**src/rtl/grid_stream_loader.sv**
```systemverilog
// grid_stream_loader: parses an ASCII '@'/'.' byte stream into a DEPTH x WIDTH bit grid.
// Define GRID_LOADER_CRLF_EN to accept and ignore 0x0D (Windows line endings).
module grid_stream_loader #(
    parameter int WIDTH = 10,
    parameter int DEPTH = 10
) (
    input  logic                   clk,
    input  logic                   rst_n,
    input  logic                   s_valid,
    output logic                   s_ready,
    input  logic [7:0]             s_data,
    input  logic                   s_last,
    output logic [DEPTH*WIDTH-1:0] grid_out,
    output logic                   grid_valid,
    input  logic                   grid_ack,
    output logic [31:0]            roll_count,
    output logic                   err
);

    localparam int NB = DEPTH * WIDTH;
    localparam int IW = (NB > 1) ? $clog2(NB) : 1;
    localparam int RW = $clog2(DEPTH + 1);
    localparam int CW = $clog2(WIDTH + 1);

    localparam logic [RW-1:0] ROW_LAST = RW'(DEPTH - 1);
    localparam logic [CW-1:0] COL_FULL = CW'(WIDTH);
    localparam logic [CW-1:0] COL_LAST = CW'(WIDTH - 1);

    typedef enum logic [1:0] {
        ST_LOAD = 2'd0,
        ST_HOLD = 2'd1,
        ST_ERR  = 2'd2
    } state_t;

    state_t          r_state;
    logic [NB-1:0]   r_grid;
    logic [31:0]     r_count;
    logic [RW-1:0]   r_row;
    logic [CW-1:0]   r_col;

    state_t          w_state_nxt;
    logic [NB-1:0]   w_grid_nxt;
    logic [31:0]     w_count_nxt;
    logic [RW-1:0]   w_row_nxt;
    logic [CW-1:0]   w_col_nxt;
    logic            w_done;
    logic            w_bad;
    logic            w_beat;
    logic [IW-1:0]   w_idx;

    assign s_ready    = rst_n && (r_state != ST_HOLD);
    assign w_beat     = s_valid && s_ready;
    assign grid_valid = (r_state == ST_HOLD);
    assign err        = (r_state == ST_ERR);
    assign grid_out   = r_grid;
    assign roll_count = r_count;
    assign w_idx      = IW'(32'(r_row) * WIDTH + 32'(r_col));

    always_comb begin
        w_state_nxt = r_state;
        w_grid_nxt  = r_grid;
        w_count_nxt = r_count;
        w_row_nxt   = r_row;
        w_col_nxt   = r_col;
        w_done      = 1'b0;
        w_bad       = 1'b0;
        case (r_state)
            ST_LOAD: begin
                if (w_beat) begin
                    case (s_data)
                        8'h40, 8'h2E: begin
                            if (r_col == COL_FULL) begin
                                w_bad = 1'b1;
                            end else begin
                                w_grid_nxt[w_idx] = (s_data == 8'h40);
                                if (s_data == 8'h40)
                                    w_count_nxt = r_count + 32'd1;
                                w_col_nxt = r_col + CW'(1);
                                if (r_row == ROW_LAST && r_col == COL_LAST)
                                    w_done = 1'b1;
                            end
                        end
                        8'h0A: begin
                            if (r_col == COL_FULL) begin
                                w_row_nxt = r_row + RW'(1);
                                w_col_nxt = '0;
                                if (r_row == ROW_LAST)
                                    w_done = 1'b1;
                            end else if (r_col != '0) begin
                                w_bad = 1'b1;
                            end
                        end
`ifdef GRID_LOADER_CRLF_EN
                        8'h0D: begin
                        end
`endif
                        default: w_bad = 1'b1;
                    endcase
                    // A completing beat wins over a stray s_last or ack.
                    if (w_done)
                        w_state_nxt = ST_HOLD;
                    else if (w_bad || s_last)
                        w_state_nxt = ST_ERR;
                end
            end
            ST_HOLD, ST_ERR: begin
                if (grid_ack) begin
                    w_state_nxt = ST_LOAD;
                    w_grid_nxt  = '0;
                    w_count_nxt = '0;
                    w_row_nxt   = '0;
                    w_col_nxt   = '0;
                end
            end
            default: w_state_nxt = ST_LOAD;
        endcase
    end

    always_ff @(posedge clk or negedge rst_n) begin
        if (!rst_n) begin
            r_state <= ST_LOAD;
            r_grid  <= '0;
            r_count <= '0;
            r_row   <= '0;
            r_col   <= '0;
        end else begin
            r_state <= w_state_nxt;
            r_grid  <= w_grid_nxt;
            r_count <= w_count_nxt;
            r_row   <= w_row_nxt;
            r_col   <= w_col_nxt;
        end
    end

endmodule

```
**config.mk**
```make
export PLATFORM = sky130hd
export DESIGN_NAME = grid_stream_loader
export DESIGN_NICKNAME = d
export VERILOG_FILES = /design/src/rtl/grid_stream_loader.sv
export SDC_FILE = /design/constraint.sdc
export NUM_CORES = 1
export LEC_CHECK = 0
export BUFFER_PORTS_ARGS = -buffer_cell sky130_fd_sc_hd__clkbuf_2
export CORE_ASPECT_RATIO = 0.9
export CORE_UTILIZATION = 45
export DETAILED_ROUTE_END_ITERATION = 16
export PLACE_DENSITY = 0.66
export RECOVER_POWER = 25
export SETUP_SLACK_MARGIN = 0.3
export SLEW_MARGIN = 25
export SYNTH_ARGS = -nofsm -noshare
export SYNTH_HDL_FRONTEND = slang
export SYNTH_SLANG_ARGS = --single-unit
export TNS_END_PERCENT = 5
```
**constraint.sdc**
```tcl
create_clock -name clk -period 3.4 [get_ports clk]
set_input_delay 0.34 -clock clk [delete_from_list [all_inputs] [get_ports clk]]
set_output_delay 0.34 -clock clk [all_outputs]
set_load 0.01 [all_outputs]
```
==> impl_metrics.ini, run 1 <==
[grt]
antenna_found_initial = 0
grt-ovfl-total = 0
grt_pass1_wl_um = 42760
grt_pass1_vias = 7803
use_met2 = 0.4138
grtUsageMet1 = 0.4115
grt_max_degree = 101
grtUsageMet3 = 0.04349
busiest_layer = met2
track_usage = 0.2755

[finish]
drive_above_1_share = 0.1871
layout_common_cells = dfrtp_1 (142), clkbuf_1 (89), nand2_1 (74)
num_antenna_cells = 0
syn2layout_area_growth_pct = 20.03
fill_cells = 1680
post-route-util = 0.5569
final_net_count = 1074
mostFrequentLayoutCell = dfrtp_1

[worst_setup_path]
cp_common_cell = ha_1
path_class = flop to flop
crit_end = grid_out[61]$_DFFE_PN0P_
max_stage_delay_ps = 530
critical-path-top-delay-family = compound AO/OA/AOI/OAI gates
crit_path_cell_trace = ha_1, ha_1, inv_1, fa_2, a21boi_4, a22oi_2, o211a_1, a21oi_1, a221o_1
crit_cells = 9
critPathBufInv = 1
worst_ep_required_time_ps = 3700
arrival_ps = 3350
rr_startpoint = r_row[1]$_DFFE_PN0P_
reg2reg_to = grid_out[61]$_DFFE_PN0P_
slowest_stage = o211a_1
r2r_cells = 9
startpoint_type = flop
crit_fanout = 15
startpoint = r_row[1]$_DFFE_PN0P_
ff2ff_setup_slack_ps = 360
crit_path_end_kind = flop

[sta]
setup_viol = 0
skew_ps = 9.565
slew_headroom = 0.4176
finalHoldViolCount = 0
fmax_mhz = 328.6
final_max_slew_viol_count = 0
setup-tns-final_ps = 0
tightest_slew_ps = 873.6
rsz0062_at_grt = yes
fin_crit_ps = 3044
fin_crit_sh = 0.8952

[logic_synthesis]
synthMuxAreaShare = 0.005823
yosys.area_share.simple = 0.1636
synth_xor_area_frac = 0.009172
ys_warn_count = 0
ys_seq_area_frac = 0.4135
avgSynthCellArea_sq_um = 9.603
yosys.area_share.adder = 0.03086
syn_nets = 928
syn-instance-count = 895
syn_area_sq_mm = 0.008594
synth_top_family_by_area = compound AO/OA/AOI/OAI gates
async_flop_share = 1.000
synth_cell_types = 74
synth-compound-area-share = 0.3070
synthFlopType = dfrtp_1
synth_edf_count = 0
ys_seq_elements = 142

[die]
dieArea_sq_mm = 0.01966
die_width_um = 147.7
floorplan.initialDensity = 0.4640
io_pins = 148
core_sq_mm = 0.01852
rows = 47
die_h_um = 133.1

[clock_network]
clock_latency_ps = 420
cts_buffer_depth = 2
worst_setup_hold_path_clk_slew_ps = 60
cts_tree = built
cts_buffers = 17
cts_max_level = 4
root_buffer = clkbuf_16
post-cts-setup-buffer-count = 0
cts_sinks = 142

[hold_path]
hold_path.class = primary input to flop

[routing]
ant_nets = 0
drt_pass1_iterations = 5
vias = 8320
drc = 0
drt-total-wl_um = 26610
viasPerCell = 6.410
drt_iter0_markers = 774
wire_per_inst_um = 20.50

[placement]
io_buffers = 147
dp_hpwl_um = 17620
place_congestion = 0.8184

[outcome]
outcome = completed

[power]
leakagePower_uw = 0.004195
ir_drop_mv = 0.4243
p_per_area_mw_per_mm2 = 718.6

[run]
maxCapViolCount = 0
-- routing by layer --
layer,share of wire,routed length [um]
met1,0.45,12110
met2,0.46,12130
met3,0.077,2059
met4,0.012,321
met5,0,0
-- repair_timing --
action	CTS	global route
setup endpoints to repair	73	95
gates cloned	0	1
pin swaps	0	2
resized for setup	1	29
hold buffers	1	0
endpoints found under the hold margin	17	0
-- final cells by class --
class	instances	area, sq um	share of cell area
repair buffers	199	1056	0.1024
flip-flops and latches	142	3553	0.3445
well taps	245	306.5	0.02972
clock buffers	21	460.4	0.04463
multi-input cells	603	4579	0.4439
clock inverters	10	67.56	0.006549
inverters	78	292.8	0.02838
-- worst min path at each step --
stage,start,slack [ps],endpoint,cells after the start
final,grid_ack,290,r_state[0]$_DFFE_PN0P_,4
after global routing,grid_ack,310,r_state[0]$_DFFE_PN0P_,4
after CTS,grid_ack,290,r_state[0]$_DFFE_PN0P_,4
after detailed placement,rst_n,190,roll_count[18]$_DFFE_PN0P_,1
after global placement,rst_n,190,roll_count[14]$_DFFE_PN0P_,1
after floorplan,rst_n,40,grid_out[0]$_DFFE_PN0P_,0
-- cell usage after synthesis (all sizes together) (3+ instances only) --
library cell	number	area, sq um
o211ai	10	80.07
nor3	28	235.2
xnor2	7	61.31
nand4	9	56.30
o311ai	17	156.4
o22ai	10	62.56
and2	6	37.54
a21o	3	22.52
nand2b	10	62.56
buf	18	105.1
a22o	11	96.34
and3	7	43.79
inv	76	285.3
clkbuf	54	203.9
a311o	4	40.04
a31oi	3	18.77
dfrtp	142	3553
nor2	21	78.83
a311oi	46	402.9
o21ai	22	113.9
o221ai	3	26.28
a221o	64	640.6
nor2b	7	43.79
o21a	3	22.52
or4	5	45.04
o2111ai	12	105.1
a22oi	4	30.03
a32oi	21	183.9
nand3	23	115.1
a31o	8	70.07
mux2i	5	50.05
a211oi	19	152.6
or3	14	87.58
ha	18	225.2
nand2	74	277.8
nand3b	5	37.54
o311a	8	80.08
nor4	28	181.4
o41ai	5	43.79
a21boi	3	22.52
a21oi	32	160.2
-- cell families (layout without fill, tap and decap cells) --
kind of cell             after synthesis  in the layout
AO/OA/AOI/OAI                        320            320
AND/OR/NAND/NOR                      249            249
adder cells (fa/ha/maj)               20             20
buffers and inverters                150            308
multiplexers                           5              5
flip-flops                           142            142
XOR/XNOR                               9              9
-- report_power, final --
| part | internal (uW) | switching (uW) | total (uW) |
|---|---|---|---|
| Clock | 963 | 742 | 1710 |
| Sequential | 2020 | 348 | 2360 |
| Combinational | 1090 | 2260 | 3340 |
| Total | 4070 | 3350 | 7410 |
-- worst reg2reg max path: stages, from the launching register on --
cell,delay [ps]
dfrtp_1,380
ha_1,320
ha_1,220
inv_1,70
fa_2,490
a21boi_4,180
a22oi_2,300
o211a_1,530
a21oi_1,170
a221o_1,290
-- through the flow --
stage | hold WS (ps) | total power (uW) | cells | worst slack, ps | instance area (sq um)
2_1_floorplan | 44.41 | 4427 | 895 | 342.0 | 8594
3_3_place_gp | 194.9 | 5582 | 1265 | 118.9 | 9753
3_5_place_dp | 193.9 | 5621 | 1265 | 103.9 | 9753
4_1_cts | 289.5 | 7340 | 1297 | 55.02 | 10300
5_1_grt | 309.4 | 7879 | 1298 | 241.1 | 10320
6_report | 292.6 | 7413 | 1298 | 356.4 | 10320
-- flip-flops by register name, indices dropped and copies added, names as in the netlist --
| register | flops |
|---|---|
| r_row | 4 |
| roll_count | 32 |
| r_col | 4 |
| r_state | 2 |
| grid_out | 100 |
Note: power is estimated with default switching activity, not from simulation.
==> inputs of run 2 (changes only) <==
--- a/config.mk
+++ b/config.mk
@@ -7,9 +7,9 @@
 export LEC_CHECK = 0
 export BUFFER_PORTS_ARGS = -buffer_cell sky130_fd_sc_hd__clkbuf_2
 export CORE_ASPECT_RATIO = 0.9
-export CORE_UTILIZATION = 45
+export CORE_UTILIZATION = 57
 export DETAILED_ROUTE_END_ITERATION = 16
-export PLACE_DENSITY = 0.66
+export PLACE_DENSITY = 0.81
 export RECOVER_POWER = 25
 export SETUP_SLACK_MARGIN = 0.3
 export SLEW_MARGIN = 25
==> impl_metrics.ini, run 2 (synthesis results as in run 1) <==
[sta]
fin_crit_ps = 3129
setup-tns-final_ps = 0
skew_ps = 5.382
setup_ws_ps = 270.8
rsz0062_at_grt = yes
finalHoldViolCount = 0
setup_viol = 0
tightest_slew_ps = 2212
slew_headroom = -0.4750
fmax_mhz = 319.6
fin_crit_sh = 0.9203
final_max_slew_viol_count = 83

[grt]
grt-ovfl-total = 0
track_usage = 0.3335
grt_pass1_vias = 7819
grt_max_degree = 101
grt_pass1_wl_um = 41260
antenna_found_initial = 0

[finish]
multiInputGateArea_sq_mm = 0.004534
fill_cells = 1120
layout_common_cells = dfrtp_1 (142), clkbuf_2 (121), nand2_1 (74)
mostFrequentLayoutCell = dfrtp_1
ff_latch_area_sq_mm = 0.003553
postLayoutCellArea_sq_mm = 0.01035
num_antenna_cells = 0
drive_above_1_share = 0.2362
largest_reg_flops = 100
syn2layout_area_growth_pct = 20.47
final_net_count = 1070

[clock_network]
post-cts-setup-buffer-count = 0
cts_tree = built
cts_buffers = 17
cts_buffer_depth = 2
worst_setup_hold_path_clk_slew_ps = 60
cts_sinks = 142
cts_max_level = 4
clock_latency_ps = 430
hold_buffers = 0
root_buffer = clkbuf_16

[worst_setup_path]
arrival_ps = 3430
critPathBufInv = 0
slowest_stage = a2bb2oi_1
rr_startpoint = r_row[0]$_DFFE_PN0P_
crit_path_end_kind = flop
max_stage_delay_ps = 550
ff2ff_setup_slack_ps = 270
crit_cells = 7
startpoint = r_row[0]$_DFFE_PN0P_
r2r_cells = 7
crit_path_cell_trace = ha_1, ha_1, a21oi_1, a21boi_0, a2bb2oi_1, nor3_2, a221o_1
critical-path-top-delay-family = compound AO/OA/AOI/OAI gates
cp_common_cell = ha_1
worst_ep_required_time_ps = 3700
startpoint_type = flop
crit_fanout = 8
reg2reg_to = grid_out[41]$_DFFE_PN0P_
crit_end = grid_out[41]$_DFFE_PN0P_
path_class = flop to flop

[routing]
wire_per_inst_um = 20.57
vias = 8572
drt-total-wl_um = 25680
drt_pass1_iterations = 5
drt_iter0_markers = 938
viasPerCell = 6.869
ant_nets = 0
drc = 0

[die]
floorplan.initialDensity = 0.5841
io_pins = 148
die_h_um = 118.5
rows = 42
core_sq_mm = 0.01471
dieArea_sq_mm = 0.01557
die_width_um = 131.4

[hold_path]
hold_path.class = primary input to flop
min_from = grid_ack

[outcome]
violations = max-capacitance violations, max-slew violations
outcome = complete, but fails checks

[placement]
placed_cell_area_sq_mm = 0.009692
dp_hpwl_um = 16680
place_congestion = 0.9341
place_ws_ps = -119.8
io_buffers = 147

[power]
leakagePower_uw = 0.004422
ir_drop_mv = 0.4977
p_per_area_mw_per_mm2 = 743.4
p_total_uw = 7697

[run]
maxCapViolCount = 2
-- run 2: cell types whose count changed in the layout (fill, tap and decap cells not counted), moves of 3 or more --
cell	previous run	this run
buf_6	3	0
bufinv_16	0	4
clkbuf_1	89	30
clkbuf_2	59	121
clkinvlp_4	4	0
-- run 2: layout make-up --
cell class | count | area share
Inverter | 78 | 0.02828
Tap cell | 198 | 0.02393
Timing Repair Buffer | 195 | 0.1044
Multi-Input combinational cell | 603 | 0.4379
Clock buffer | 23 | 0.04713
Clock inverter | 9 | 0.01511
Sequential cell | 142 | 0.3432
-- run 2: how the worst min path moves through the flow --
| stage | slack [ps] | to | cells after the start |
|---|---|---|---|
| 2_1_floorplan | 40 | grid_out[0]$_DFFE_PN0P_ | 0 |
| 3_3_place_gp | 450 | roll_count[15]$_DFFE_PN0P_ | 2 |
| 3_5_place_dp | 460 | roll_count[14]$_DFFE_PN0P_ | 2 |
| 4_1_cts | 6 | roll_count[14]$_DFFE_PN0P_ | 2 |
| 5_1_grt | 310 | r_state[1]$_DFFE_PN0P_ | 4 |
| 6_report | 290 | r_state[0]$_DFFE_PN0P_ | 4 |
-- run 2: timing repair --
item	4_1_cts	5_1_grt
gates resized for setup	3	13
endpoints found under the setup margin	88	97
pin swaps	0	1
-- run 2: through the flow --
step                cells  hold WS, ps  utilization
floorplan             895        44.41            -
global placement     1216        449.2       0.6587
detailed placement   1216        455.4       0.6587
CTS                  1248        5.637       0.7032
global route         1248        309.5       0.7037
finish               1248        288.6       0.7037
-- run 2: per-layer routing --
metal	GRT usage	part of all wire	up-vias
met4	0.1257	0.023	0
li1	-	-	3846
met3	0.08966	0.090	57
met5	0	0	-
met1	0.4569	0.42	4204
met2	0.5056	0.47	465
-- run 2: where the power goes --
group / internal [uW] / switching [uW] / leakage, uW
clock network: 1310 / 730 / 0.000317
registers: 2020 / 351 / 0.00186
logic: 1100 / 2190 / 0.00224
total: 4420 / 3270 / 0.00442
-- run 2: worst reg2reg max path, stage by stage, from the launching register on --
cell       delay (ps)
dfrtp_1           450
ha_1              350
ha_1              380
a21oi_1           430
a21boi_0          220
a2bb2oi_1         550
nor3_2            240
a221o_1           380
